--- config.mk ---
export PLATFORM = sky130hd
export DESIGN_NAME = pipe_hazard_ctrl
export DESIGN_NICKNAME = d
export VERILOG_FILES = /design/src/rtl/pipe_hazard_ctrl_pkg.sv /design/src/rtl/pipe_hazard_ctrl_forward_unit.sv /design/src/rtl/pipe_hazard_ctrl.sv
export SDC_FILE = /design/constraint.sdc
export NUM_CORES = 1
export LEC_CHECK = 0
export CORE_ASPECT_RATIO = 1.2
export CORE_UTILIZATION = 51
export DETAILED_ROUTE_END_ITERATION = 10
export HOLD_SLACK_MARGIN = 0.06
export PLACE_DENSITY = 0.84
export SYNTH_ARGS = -nofsm -noshare
export SYNTH_HDL_FRONTEND = slang
export SYNTH_SLANG_ARGS = --single-unit
export TNS_END_PERCENT = 1
--- constraint.sdc ---
create_clock -name clk -period 2.6 [get_ports clk]
set_input_delay 0.52 -clock clk [delete_from_list [all_inputs] [get_ports clk]]
set_output_delay 0.52 -clock clk [all_outputs]
set_load 0.05 [all_outputs]
--- src/rtl/pipe_hazard_ctrl_pkg.sv ---
// Shared definitions for the pipeline hazard controller.
// Holds the forwarding select codes, the load ResultSrc code, the hazard FSM
// state encoding, the shadow-pipeline slot layouts and a small register-match
// helper that both the hazard logic and the forward unit use.
package pipe_hazard_ctrl_pkg;

  // EX operand source select
  typedef enum logic [1:0] {
    FWD_RF  = 2'b00,  // register file
    FWD_WB  = 2'b01,  // WB-stage result
    FWD_MEM = 2'b10   // MEM-stage result
  } fwd_sel_e;

  // ID ResultSrc value that marks a load
  localparam logic [1:0] RESULT_LOAD = 2'b01;

  typedef enum logic [1:0] {
    ST_RUN      = 2'b00,
    ST_MEM_WAIT = 2'b01,
    ST_ERROR    = 2'b10
  } hz_state_e;

  // EX keeps the source indices for forwarding and is_load for load-use.
  typedef struct packed {
    logic [4:0] rd;
    logic       reg_write;
    logic       is_load;
    logic       is_mem;
    logic [4:0] rs1;
    logic [4:0] rs2;
  } ex_slot_t;

  // Later stages carry only the fields still consulted downstream.
  typedef struct packed {
    logic [4:0] rd;
    logic       reg_write;
    logic       is_mem;
  } mem_slot_t;

  typedef struct packed {
    logic [4:0] rd;
    logic       reg_write;
  } wb_slot_t;

  // True when a stage that writes rd produces the value read as rs; x0 never matches.
  function automatic logic writes_reg(input logic we, input logic [4:0] rd,
                                      input logic [4:0] rs);
    return we && (rd != 5'd0) && (rd == rs);
  endfunction

endpackage

--- src/rtl/pipe_hazard_ctrl_forward_unit.sv ---
// forward_unit: combinational operand-forwarding select for one EX operand.
// Ports:
//   rs_i              EX source register index
//   mem_rd_i/mem_we_i MEM-stage destination and write enable
//   wb_rd_i/wb_we_i   WB-stage destination and write enable
//   sel_o             operand select (MEM has priority over WB)
module forward_unit
  import pipe_hazard_ctrl_pkg::*;
(
  input  logic [4:0] rs_i,
  input  logic [4:0] mem_rd_i,
  input  logic       mem_we_i,
  input  logic [4:0] wb_rd_i,
  input  logic       wb_we_i,
  output logic [1:0] sel_o
);

  always_comb begin
    sel_o = FWD_RF;
    if (writes_reg(mem_we_i, mem_rd_i, rs_i)) begin
      sel_o = FWD_MEM;
    end else if (writes_reg(wb_we_i, wb_rd_i, rs_i)) begin
      sel_o = FWD_WB;
    end
  end

endmodule

--- src/rtl/pipe_hazard_ctrl.sv ---
// pipe_hazard_ctrl: hazard, forwarding and memory-wait control for a 5-stage
// pipeline. A shadow copy of the EX/MEM/WB stage registers is kept here and
// advances in lock-step with the datapath.
// Ports:
//   clk, reset                  clock, synchronous active-high reset
//   id_*                        decoded ID-stage instruction fields
//   ex_PCSrc                    taken branch/jump resolved in EX
//   mem_ready                   data memory completes the MEM access this cycle
//   stall_IF/ID/EX/MEM          hold the corresponding stage register
//   flush_ID, flush_EX          load a bubble into ID / EX
//   bubble_WB                   WB register loads a bubble
//   ForwardAE, ForwardBE        EX operand selects
//   mem_timeout                 sticky memory timeout flag
//   stall_cycles, flush_count   saturating performance counters
module pipe_hazard_ctrl
  import pipe_hazard_ctrl_pkg::*;
#(
  parameter int unsigned TIMEOUT = 255,
  parameter int unsigned CNT_W   = 16
) (
  input  logic             clk,
  input  logic             reset,
  input  logic             id_valid,
  input  logic [4:0]       id_rs1,
  input  logic [4:0]       id_rs2,
  input  logic [4:0]       id_rd,
  input  logic             id_uses_rs1,
  input  logic             id_uses_rs2,
  input  logic             id_RegWrite,
  input  logic             id_MemWrite,
  input  logic [1:0]       id_ResultSrc,
  input  logic             ex_PCSrc,
  input  logic             mem_ready,
  output logic             stall_IF,
  output logic             stall_ID,
  output logic             stall_EX,
  output logic             stall_MEM,
  output logic             flush_ID,
  output logic             flush_EX,
  output logic             bubble_WB,
  output logic [1:0]       ForwardAE,
  output logic [1:0]       ForwardBE,
  output logic             mem_timeout,
  output logic [CNT_W-1:0] stall_cycles,
  output logic [CNT_W-1:0] flush_count
);

  // Wait counter only has to reach TIMEOUT-1.
  localparam int unsigned WAIT_W = (TIMEOUT > 1) ? $clog2(TIMEOUT) : 1;

  hz_state_e         state_q;
  logic [WAIT_W-1:0] wait_q;
  logic              timeout_q;
  ex_slot_t          ex_q, ex_d, id_slot;
  mem_slot_t         mem_q, mem_d;
  wb_slot_t          wb_q, wb_d;
  logic [CNT_W-1:0]  stall_cnt_q, flush_cnt_q;

  logic mem_busy, freeze, active, load_use_raw, branch, load_use;

  // freeze: whole front of the pipe holds while MEM waits (or after timeout).
  // active: pipe advances this cycle, so branch and load-use are honoured.
  // In MEM_WAIT the cycle that sees mem_ready is already an advancing cycle,
  // which is also when a branch held in EX during the wait takes effect.
  always_comb begin
    mem_busy = mem_q.is_mem & ~mem_ready;
    freeze   = 1'b0;
    active   = 1'b0;
    case (state_q)
      ST_RUN: begin
        freeze = mem_busy;
        active = ~mem_busy;
      end
      ST_MEM_WAIT: begin
        freeze = ~mem_ready;
        active = mem_ready;
      end
      default: freeze = 1'b1;
    endcase
    if (reset) begin
      freeze = 1'b0;
      active = 1'b0;
    end
  end

  always_comb begin
    load_use_raw = id_valid & ex_q.is_load &
                   ((id_uses_rs1 & writes_reg(1'b1, ex_q.rd, id_rs1)) |
                    (id_uses_rs2 & writes_reg(1'b1, ex_q.rd, id_rs2)));
    branch   = active & ex_PCSrc;
    load_use = active & ~ex_PCSrc & load_use_raw;

    stall_IF  = freeze | load_use;
    stall_ID  = freeze | load_use;
    stall_EX  = freeze;
    stall_MEM = freeze;
    bubble_WB = freeze;
    flush_ID  = branch;
    flush_EX  = branch | load_use;
  end

  always_comb begin
    id_slot = '0;
    if (id_valid) begin
      id_slot.rd        = id_rd;
      id_slot.reg_write = id_RegWrite;
      id_slot.is_load   = (id_ResultSrc == RESULT_LOAD);
      id_slot.is_mem    = id_MemWrite | (id_ResultSrc == RESULT_LOAD);
      id_slot.rs1       = id_rs1;
      id_slot.rs2       = id_rs2;
    end

    ex_d  = ex_q;
    mem_d = mem_q;
    wb_d  = '0;
    if (!freeze) begin
      ex_d            = flush_EX ? '0 : id_slot;
      mem_d.rd        = ex_q.rd;
      mem_d.reg_write = ex_q.reg_write;
      mem_d.is_mem    = ex_q.is_mem;
      wb_d.rd         = mem_q.rd;
      wb_d.reg_write  = mem_q.reg_write;
    end
  end

  always_ff @(posedge clk) begin
    if (reset) begin
      ex_q  <= '0;
      mem_q <= '0;
      wb_q  <= '0;
    end else begin
      ex_q  <= ex_d;
      mem_q <= mem_d;
      wb_q  <= wb_d;
    end
  end

  always_ff @(posedge clk) begin
    if (reset) begin
      state_q   <= ST_RUN;
      wait_q    <= '0;
      timeout_q <= 1'b0;
    end else begin
      case (state_q)
        ST_RUN: begin
          if (mem_busy) begin
            state_q <= ST_MEM_WAIT;
            wait_q  <= '0;
          end
        end
        ST_MEM_WAIT: begin
          if (mem_ready) begin
            state_q <= ST_RUN;
          end else if (wait_q == WAIT_W'(TIMEOUT - 1)) begin
            state_q   <= ST_ERROR;
            timeout_q <= 1'b1;
          end else begin
            wait_q <= wait_q + 1'b1;
          end
        end
        default: begin
          state_q   <= ST_ERROR;
          timeout_q <= 1'b1;
        end
      endcase
    end
  end

  always_ff @(posedge clk) begin
    if (reset) begin
      stall_cnt_q <= '0;
      flush_cnt_q <= '0;
    end else begin
      if (stall_IF && (stall_cnt_q != '1)) stall_cnt_q <= stall_cnt_q + 1'b1;
      if (flush_ID && (flush_cnt_q != '1)) flush_cnt_q <= flush_cnt_q + 1'b1;
    end
  end

  assign mem_timeout  = timeout_q;
  assign stall_cycles = stall_cnt_q;
  assign flush_count  = flush_cnt_q;

  forward_unit u_fwd_a (
    .rs_i     (ex_q.rs1),
    .mem_rd_i (mem_q.rd),
    .mem_we_i (mem_q.reg_write),
    .wb_rd_i  (wb_q.rd),
    .wb_we_i  (wb_q.reg_write),
    .sel_o    (ForwardAE)
  );

  forward_unit u_fwd_b (
    .rs_i     (ex_q.rs2),
    .mem_rd_i (mem_q.rd),
    .mem_we_i (mem_q.reg_write),
    .wb_rd_i  (wb_q.rd),
    .wb_we_i  (wb_q.reg_write),
    .sel_o    (ForwardBE)
  );

endmodule

==> impl_metrics.yaml <==
outcome:
  run_status: "completed"
timing:
  setup_viol: 0
  hold_viol: 0
  maxSlewViolCount: 0
  worst-slew-pin-transition_ns: 0.821
  timing.fmax_mhz: 386
  fin_tns_setup_ns: 0
  max-slew-margin-rel_pct: 44.8
  final.period_utilization_pct: 99.7
  worst_clock_skew_ns: 0.00974
  final.min_clock_period_ns: 2.59
setup_path:
  crit_path_cell_trace: "clkdlybuf4s50_1 -> xnor2_1 -> nand2_1 -> o22ai_1 -> buf_4 -> nand2b_1 -> o21ai_1 -> buf_4 -> buf_12"
  arrival_ns: 2.07
  timing.critical_path.slowest_cell_delay_ns: 0.52
  cp_max_fo: 3
  criticalPathCategory: "in2out"
  critical_path.slowest_cell: "clkdlybuf4s50_1"
  critical-path-top-cell-by-count: "buf_4"
  timing.critical_path.to_type: "output port"
  worstSetupStartpointType: "input pin"
  cp_data_required_time_ns: 2.08
power_and_ir_drop:
  power.density_nw_per_um2: 493
  vdd_drop_max_mv: 0.413
  power_leakage_nw: 1.88
clock_tree:
  cts_made_buffers: 9
  clock_latency_ns: 0.36
  cts_max_path_buffers: 2
  cts_htree_levels: 3
  cts.clk_slew.worst_paths_ns: 0.07
  tritoncts: "built"
  clk_root_buffer_cell: "clkbuf_8"
  cts_sinks: 74
final_layout:
  final_common_cell: "dfxtp_1"
  layout-area-overhead-vs-synth_pct: 36.8
  finalNetCount: 485
  stdcell_count: 545
  layout_common_cells: "dfxtp_1, clkdlybuf4s50_1, buf_4"
  drive_above_1_share_pct: 18.7
  insertedDiodeCount: 0
synthesis:
  synth_cell_type_count: 56
  synth.ff_latch_count: 74
  synthCells: 365
  syn_area_um2: 3490
  synth_edf_count: 0
  syn_nets: 395
  synth-async-reset-ratio_pct: 0
  synth.avg_cell_area_um2: 9.56
  seq_area_frac_synth_pct: 42.5
  synth-warning-count: 0
  ys.flop_type: "dfxtp_1"
routing:
  drt_first_iter_violations: 266
  ant_nets: 0
  routed_wirelength_um: 8800
  drt-wirelength-per-cell_um: 16.2
  detail_route.drc_violations: 0
  per_cell_via_count_in_the_routed_design: 5.86
  drt_first_pass_iters: 4
  num_vias: 3192
global_routing:
  first_pass_grt_wire_length_um: 14000
  grt_util_all_layers_pct: 24.6
  globalRoute.totalOverflow: 0
  largest_net_degree_at_the_start_of_global_routing: 40
  globalRouteMet3Util_pct: 3.65
  use_met1_pct: 30.3
  grt_antenna_before_repair: 0
  global_route.peak_usage_layer: "met2"
  first_global_vias: 2970
  grtUsageMet2_pct: 41.6
floorplan:
  die_x_um: 77.5
  initial_core_util_pct: 53.5
  rows: 32
  design.portCount: 70
  design.die.area_um2: 7180
  dieHeight_um: 92.6
  area_of_the_placeable_core_um2: 6530
run:
  maxCapViolations: 0
placement:
  io_buffer_count: 69
  detailed_place_hpwl_um: 5870
  placed_cell_count: 528
  routabilityCongestion: 0.799
hold_path:
  min-delay-path-class: "in2reg"
==> Yosys cell counts (3+ instances only) <==
cell type	count	area, um2
nand3_1	12	60.1
and3_1	14	87.6
dfxtp_1	74	1480
a22o_1	23	201
xor2_1	27	236
or3_1	7	43.8
inv_1	8	30.0
xnor2_1	20	175
o31ai_1	4	30.0
nor2_1	28	105
mux2_2	3	33.8
and4_1	4	35.0
or4_1	9	67.6
nor3_1	3	15.0
nand4_1	12	75.1
buf_2	3	15.0
o41ai_1	6	52.6
o21ai_0	8	40.0
buf_4	4	30.0
clkbuf_1	3	11.3
o311ai_0	5	43.8
ha_1	4	50.1
nor2b_1	5	31.3
a21oi_1	15	75.1
nor4_1	6	37.5
nand2_1	19	71.3
==> cell families after synthesis <==
group | Yosys count | synth area share [%]
compound gates | 77 | 17.2
xor+xnor | 47 | 11.8
fa+ha+maj | 4 | 1.43
buf+inv | 25 | 4.63
flops | 74 | 42.5
mux | 4 | 1.26
simple gates | 134 | 21.2
==> what timing repair did <==
action | in CTS | in global routing
buffers inserted | 0 | 1
setup endpoints to repair | 5 | 5
hold endpoints to repair | 0 | 0
resized for setup | 6 | 16
hold buffers | 0 | 0
pin swaps | 3 | 7
==> path summary, 6_finish.rpt <==
path                                   endpoint  cells after the start  slack [ns]        start
worst max-delay path                   flush_EX                      9       0.009    id_rs1[0]
worst min register to register      mem_timeout                      2        0.46  mem_timeout
worst max register to register  stall_cycles[5]                      9        0.37     ex_q[17]
worst min-delay path                    ex_q[9]                      2        0.46    id_rs1[4]
==> metal layers <==
layer | up-vias | routed length [um]
met2 | 106 | 4430
met4 | 0 | 200
met3 | 17 | 433
li1 | 1530 | -
met5 | - | 0
met1 | 1539 | 3740
==> per-stage QoR <==
stage | power [W] | worst slack [ns] | hold slack (ns) | area, um2 | utilization [%]
after global routing | 0.00243 | -0.0349 | 0.451 | 4770 | 73.1
after CTS | 0.00235 | 0.00736 | 0.464 | 4700 | 72.1
final | 0.00235 | 0.00885 | 0.462 | 4770 | 73.1
after global placement | 0.00136 | 0.00649 | 0.442 | 4470 | 68.5
after floorplan | 0.00128 | -0.278 | 0.443 | 3520 | -
after detailed placement | 0.00137 | -0.0352 | 0.447 | 4470 | 68.5
==> sequential cells by signal, indices dropped and copies added (netlist names) <==
register / cells
wb_q: 6
mem_q: 7
wait_q: 8
state_q: 2
stall_cycles: 16
flush_count: 16
mem_timeout: 1
ex_q: 18
==> layout make-up <==
cell class                 instances  area, um2
clock inverter                     6       90.1
inverter                           8       30.0
timing repair buffer              96        997
tap                               85        106
fill                             456       1750
sequential                        74       1490
clock buffer                      10        138
multi-input combinational        266       1930
==> power by group <==
group / switching [W] / internal (W) / leakage, nW
Combinational: 0.0000900 / 0.0000939 / 1.18
Clock: 0.000437 / 0.000565 / 0.101
Sequential: 0.0000193 / 0.00115 / 0.599
==> worst max-delay path, delay by kind of cell <==
kind	cells	cell delay [ns]
xor+xnor	1	0.14
simple gates	2	0.15
buf+inv	4	0.94
compound gates	2	0.31
Note: power is estimated with default switching activity, not from simulation.
